[config.mk]
export PLATFORM = sky130hd
export DESIGN_NAME = mem_arbiter
export DESIGN_NICKNAME = d
export VERILOG_FILES = /design/src/rtl/mem_arbiter.sv
export SDC_FILE = /design/constraint.sdc
export NUM_CORES = 1
export LEC_CHECK = 0
export BUFFER_PORTS_ARGS = -buffer_cell sky130_fd_sc_hd__buf_2
export CORE_ASPECT_RATIO = 0.75
export CORE_UTILIZATION = 35
export DETAILED_ROUTE_END_ITERATION = 10
export GPL_TIMING_DRIVEN = 0
export PLACE_DENSITY_LB_ADDON = 0.12
export SLEW_MARGIN = 25
export SYNTH_ARGS = -nofsm -noshare
export SYNTH_HDL_FRONTEND = slang
export SYNTH_SLANG_ARGS = --single-unit
[constraint.sdc]
create_clock -name clk -period 5 [get_ports clk]
set_input_delay 1 -clock clk [delete_from_list [all_inputs] [get_ports clk]]
set_output_delay 1 -clock clk [all_outputs]
set_load 0.02 [all_outputs]
[src/rtl/mem_arbiter.sv]
// mem_arbiter: shares one memory port between the core (requester 0) and the loader (requester 1), one transaction at a time
// Ports:
//   clk, rst                    clock; asynchronous active-high reset
//   c_*_i / l_*_i               request level, we, size, byte address, store data per requester
//   c_gnt_o / l_gnt_o           one-cycle grant pulse in the ISSUE cycle
//   c_rvalid_o / l_rvalid_o     one-cycle completion pulse in the RESP cycle
//   c_rdata_o / l_rdata_o       read data, held until the next read completion to that requester
//   mem_addr_o/mem_ctrl_o/mem_wdata_o  registered request toward memory
//   mem_we_o                    write strobe, ISSUE cycle only
//   mem_rdata_i                 memory read data, valid MEM_LAT cycles after ISSUE
//   busy_o                      high whenever a transaction is in flight
`timescale 1ns/1ps
module mem_arbiter #(
  parameter int ADDR_W  = 32,
  parameter int DATA_W  = 32,
  parameter int MEM_LAT = 1
) (
  input  logic              clk,
  input  logic              rst,
  input  logic              c_req_i,
  input  logic              c_we_i,
  input  logic [1:0]        c_ctrl_i,
  input  logic [ADDR_W-1:0] c_addr_i,
  input  logic [DATA_W-1:0] c_wdata_i,
  input  logic              l_req_i,
  input  logic              l_we_i,
  input  logic [1:0]        l_ctrl_i,
  input  logic [ADDR_W-1:0] l_addr_i,
  input  logic [DATA_W-1:0] l_wdata_i,
  output logic              c_gnt_o,
  output logic              c_rvalid_o,
  output logic [DATA_W-1:0] c_rdata_o,
  output logic              l_gnt_o,
  output logic              l_rvalid_o,
  output logic [DATA_W-1:0] l_rdata_o,
  output logic [ADDR_W-1:0] mem_addr_o,
  output logic              mem_we_o,
  output logic [1:0]        mem_ctrl_o,
  output logic [DATA_W-1:0] mem_wdata_o,
  input  logic [DATA_W-1:0] mem_rdata_i,
  output logic              busy_o
);
  typedef enum logic [1:0] {IDLE, ISSUE, WAIT, RESP} state_t;
  state_t            state_q, state_d;
  logic              last_q;
  logic              we_q;
  logic [1:0]        ctrl_q;
  logic [3:0]        cnt_q;
  logic [ADDR_W-1:0] addr_q;
  logic [DATA_W-1:0] wdata_q;
  logic [DATA_W-1:0] c_rdata_q;
  logic [DATA_W-1:0] l_rdata_q;
  logic              win;
  logic              arb;
  logic [1:0]        ctrl_sel;
  // last_q doubles as the owner of the transaction in flight, since it is updated to every winner
  assign win      = (c_req_i & l_req_i) ? ~last_q : l_req_i;
  assign arb      = (state_q == IDLE || state_q == RESP) && (c_req_i | l_req_i);
  assign ctrl_sel = win ? l_ctrl_i : c_ctrl_i;
  always_ff @(posedge clk or posedge rst) begin
    if (rst) state_q <= IDLE;
    else     state_q <= state_d;
  end
  always_comb begin
    state_d = state_q;
    case (state_q)
      IDLE, RESP: state_d = arb ? ISSUE : IDLE;
      ISSUE:      state_d = WAIT;
      WAIT:       state_d = (cnt_q == 4'd0) ? RESP : WAIT;
      default:    state_d = IDLE;
    endcase
  end
  always_comb begin
    c_gnt_o    = state_q == ISSUE && !last_q;
    l_gnt_o    = state_q == ISSUE &&  last_q;
    c_rvalid_o = state_q == RESP  && !last_q;
    l_rvalid_o = state_q == RESP  &&  last_q;
    mem_we_o   = state_q == ISSUE && we_q;
    busy_o     = state_q != IDLE;
  end
  always_ff @(posedge clk or posedge rst) begin
    if (rst) begin
      last_q    <= 1'b1;
      we_q      <= 1'b0;
      ctrl_q    <= 2'd0;
      cnt_q     <= 4'd0;
      addr_q    <= '0;
      wdata_q   <= '0;
      c_rdata_q <= '0;
      l_rdata_q <= '0;
    end else begin
      if (arb) begin
        last_q  <= win;
        we_q    <= win ? l_we_i : c_we_i;
        ctrl_q  <= (ctrl_sel == 2'd3) ? 2'd2 : ctrl_sel;
        addr_q  <= win ? l_addr_i : c_addr_i;
        wdata_q <= win ? l_wdata_i : c_wdata_i;
      end
      if (state_q == ISSUE) cnt_q <= 4'(MEM_LAT - 1);
      else if (state_q == WAIT && cnt_q != 4'd0) cnt_q <= cnt_q - 4'd1;
      if (state_q == WAIT && cnt_q == 4'd0 && !we_q) begin
        if (last_q) l_rdata_q <= mem_rdata_i;
        else        c_rdata_q <= mem_rdata_i;
      end
    end
  end
  assign mem_addr_o  = addr_q;
  assign mem_ctrl_o  = ctrl_q;
  assign mem_wdata_o = wdata_q;
  assign c_rdata_o   = c_rdata_q;
  assign l_rdata_o   = l_rdata_q;
endmodule

==> reports/summary.md <==
- DRC — violated checks
- 0.41 ns — clock latency on the worst-skew pair
- 0.0106 — Synth Area in Adders
- 0.496 — share of the clock period used by the worst path after layout
- 4 — H-tree lvl count
- 0 — maximum capacitance violations
- 14 — DR DRC count
- 12.7 mm — placed wire-length estimate after detailed placement
- 0 — hold buffer count at CTS
- 12.5 um^2 — Post-Syn Area per Cell
- 7 — largest fanout on the critical path
- 0.626 — max-slew headroom at the worst pin
- 0 — Final Hold Violating Endpoints
- 0.197 — GRT Total Usage
- 17500 um^2 — Total Die Area
- 3450 um^2 — flip-flop and latch area
- 1466 — Layout fillers
- 152 um — width of the chip
- multiplexers — dominant combinational cell family by area after synthesis
- 2 — buffer levels on the longest clock path
- 650 — synthesized netlist net count
- 0.229 — proportion of power drawn by the clock network
- 0.522 — fraction of final layout cells with drive strength greater than 1
- 1.48 ns — Worst EP arrival
- 0 — Synthesis Warnings
- 0 — number of antenna violations at the first check in global routing
- 0.451 — share of total power in combinational logic
- 0.0686 — area fraction in compound gates after synthesis
- flop — crit start category
- 0 — antenna diode instance count
- 306 — Boundary Pins
- 0.403 GHz — f_max
- 0 — total overflow reported by the global router
- 72 — pin count of the biggest net entering global routing
- sky130_fd_sc_hd__buf_2, sky130_fd_sc_hd__dfrtp_1, sky130_fd_sc_hd__nand2_1 — most frequent cells in the layout
- 2.51 mW — Net Switching
- 16300 um^2 — CORE AREA
- sky130_fd_sc_hd__buf_2 — most common library cell in the layout ignoring fill and taps
- 5930 um^2 — post-synth design cell area
- 42.0% — area grow syn2layout
- 0.07 ns — Worst-path clk slew
- 1023 — Non-Filler Instances
- 0.364 — effective utilization at floorplan
- 0 — post-cts repair resize count
- 0.583 — portion of the post-synthesis area used by sequential elements
- 0.0642 — area fraction in and, or, nand and nor cells after synthesis
- 0.759 — placer congestion estimate
- 138 — Sinks on Clock Net
- 26.3 mm — first-pass GRT wire length
- done — CTS tree
- 0.00148 — share of the synthesized netlist area taken by xor and xnor gates
- finished, violations left — outcome
- 0 — post-CTS setup buffers
- 975 — Nets
- 475 — post-synthesis cell count
- inv_1 > ha_1 > and2_1 > buf_2 — ordered list of cells on the worst path
- 7750 um^2 — post-placement cell area
- 2250 um^2 — area used by multi-input combinational logic
- flop to flop — Tightest Hold Check Type
- 8 — Initial DRT Pass Iterations
- 8410 um^2 — finished layout cell area
- 0.39 ns — Worst path max stage delay
- 0.561 ns — Worst Max-Slew Pin Slew
- 0.409 — fraction of power spent switching nets
- 2.48 ns — time the final worst path needs with I/O delays and setup
- 728 nW/um^2 — power density relative to cell area
- 16.2 um — post-detailed-route wirelength per cell
- 0 — final setup vio count
- 40 — number of placement rows
- 0.517 — final design utilization
- 0.304 mV — Worst IR Drop VDD
- sky130_fd_sc_hd__dfrtp_1 — slowest stage cell on the critical path
- 0.0120 ns — final setup skew
- 0 — Antenna Violating Nets Remaining
- 0 — Pins Over Slew Limit
- 3.62 mW — internal cell power
- 16.6 mm — total wirelength of the detailed-routed design
- no — RSZ-0062 raised after global routing
- sky130_fd_sc_hd__clkbuf_16 — buffer cell driving the clock tree root
- primary output — CP endpoint kind
- 4.00 ns — Crit path required time
- 0.319 — portion of total power attributed to sequential cells
- 0.235 — fraction of synthesized area in multiplexers
- 231 — Iter 0 DRT Violations
- 305 — total of buffers placed on input and output ports
- 4.28 nW — leakage
- 17 — clock buffer count from CTS
- 4.68 — Via-to-Cell Ratio
- 138 — number of storage elements in the synthesis netlist
- 30 — distinct cell type count after synthesis
- 5003 — via count of the first global-routing pass
- flop to primary output — critical path class
- 991 — Post-Place Cells
- 115 um — Die Ht
- 4789 — number of vias in the routed layout
==> state kept, by name, indices dropped and copies added, names as in the netlist <==
register	flops
mem_ctrl_o	2
we_q	1
mem_wdata_o	32
state_q	2
mem_addr_o	32
c_rdata_o	32
cnt_q	4
l_rdata_o	32
last_q	1
==> Yosys cell counts (all sizes together) <==
library cell    n  area share
clkbuf         13      0.0082
a31oi           1      0.0011
nand2          68       0.043
inv             8      0.0051
o211ai          1      0.0013
nand4bb         1      0.0019
and2            3      0.0032
mux2i          67        0.11
nor2b           4      0.0042
a21boi          1      0.0019
mux2           64        0.12
or4             1      0.0013
dfrtp         137        0.58
ha              5       0.011
o21bai          1      0.0019
nand4b          1      0.0025
o21ai          70       0.059
a21oi           4      0.0034
buf            16       0.023
nand3           1     0.00084
dfstp           1      0.0044
or3             3      0.0032
nor3b           2      0.0034
xor2            1      0.0015
nor2            1     0.00063
==> final timing paths <==
check | startpoint | endpoint | slack, ns | cells after the start
worst min register to register | mem_addr_o[21]$_DFFE_PP0P_ | mem_addr_o[21]$_DFFE_PP0P_ | 0.47 | 2
min in group asynchronous | rst | l_rdata_o[3]$_DFFE_PP0P_ | 0.62 | 2
worst max-delay path | state_q[1]$_DFF_PP0_ | l_gnt_o | 2.52 | 4
worst min-delay path | mem_addr_o[21]$_DFFE_PP0P_ | mem_addr_o[21]$_DFFE_PP0P_ | 0.47 | 2
max in group asynchronous | rst | mem_addr_o[28]$_DFFE_PP0P_ | 3.67 | 3
worst max register to register | state_q[0]$_DFF_PP0_ | mem_wdata_o[16]$_DFFE_PP0P_ | 2.93 | 7
==> stage by stage <==
stage	power (mW)	TNS [ns]	worst slack, ns	hold slack, ns
floorplan	3.74	0	0.305	0.470
global placement	4.69	-157.38	-1.16	0.457
detailed placement	4.79	0	2.37	0.465
CTS	6.22	0	2.48	0.478
global route	6.52	0	2.38	0.494
finish	6.13	0	2.52	0.472
==> final cells by class <==
| cell class | count | area share |
|---|---|---|
| sequential | 138 | 0.411 |
| multi-input combinational | 300 | 0.268 |
| timing repair buffer | 306 | 0.185 |
| clock buffer | 17 | 0.0506 |
| tap | 210 | 0.0312 |
| clock inverter | 15 | 0.0283 |
| buffer | 29 | 0.0223 |
| inverter | 8 | 0.00446 |
==> worst max-delay path: cells and delay by family, from the launching register on <==
kind | cells | cell delay, ns
flops | 1 | 0.39
fa+ha+maj | 1 | 0.27
buf+inv | 2 | 0.25
simple gates | 1 | 0.16
==> logic make-up after synthesis <==
family	count (synthesis)
and+or+nand+nor	85
muxes	131
buffers and inverters	37
AOI/OAI and AO/OA	78
xor gates and xnor gates	1
adders and majority gates	5
DFF	138
==> power groups by stage <==
stage	clock network, mW	registers (mW)	logic (mW)
detailed placement	0	1.97	2.82
floorplan	0	2.62	1.12
global route	1.49	2.03	3.00
CTS	1.44	1.96	2.82
finish	1.41	1.96	2.76
global placement	0	1.94	2.75
==> metal layers <==
metal | part of all wire | GRT usage | up-vias
li1 | - | - | 2296
met1 | 0.41 | 0.232 | 2304
met2 | 0.51 | 0.355 | 173
met3 | 0.062 | 0.0477 | 16
met4 | 0.013 | 0.0653 | 0
met5 | 0 | 0 | -
No activity file was read; power rests on OpenSTA's default activity.
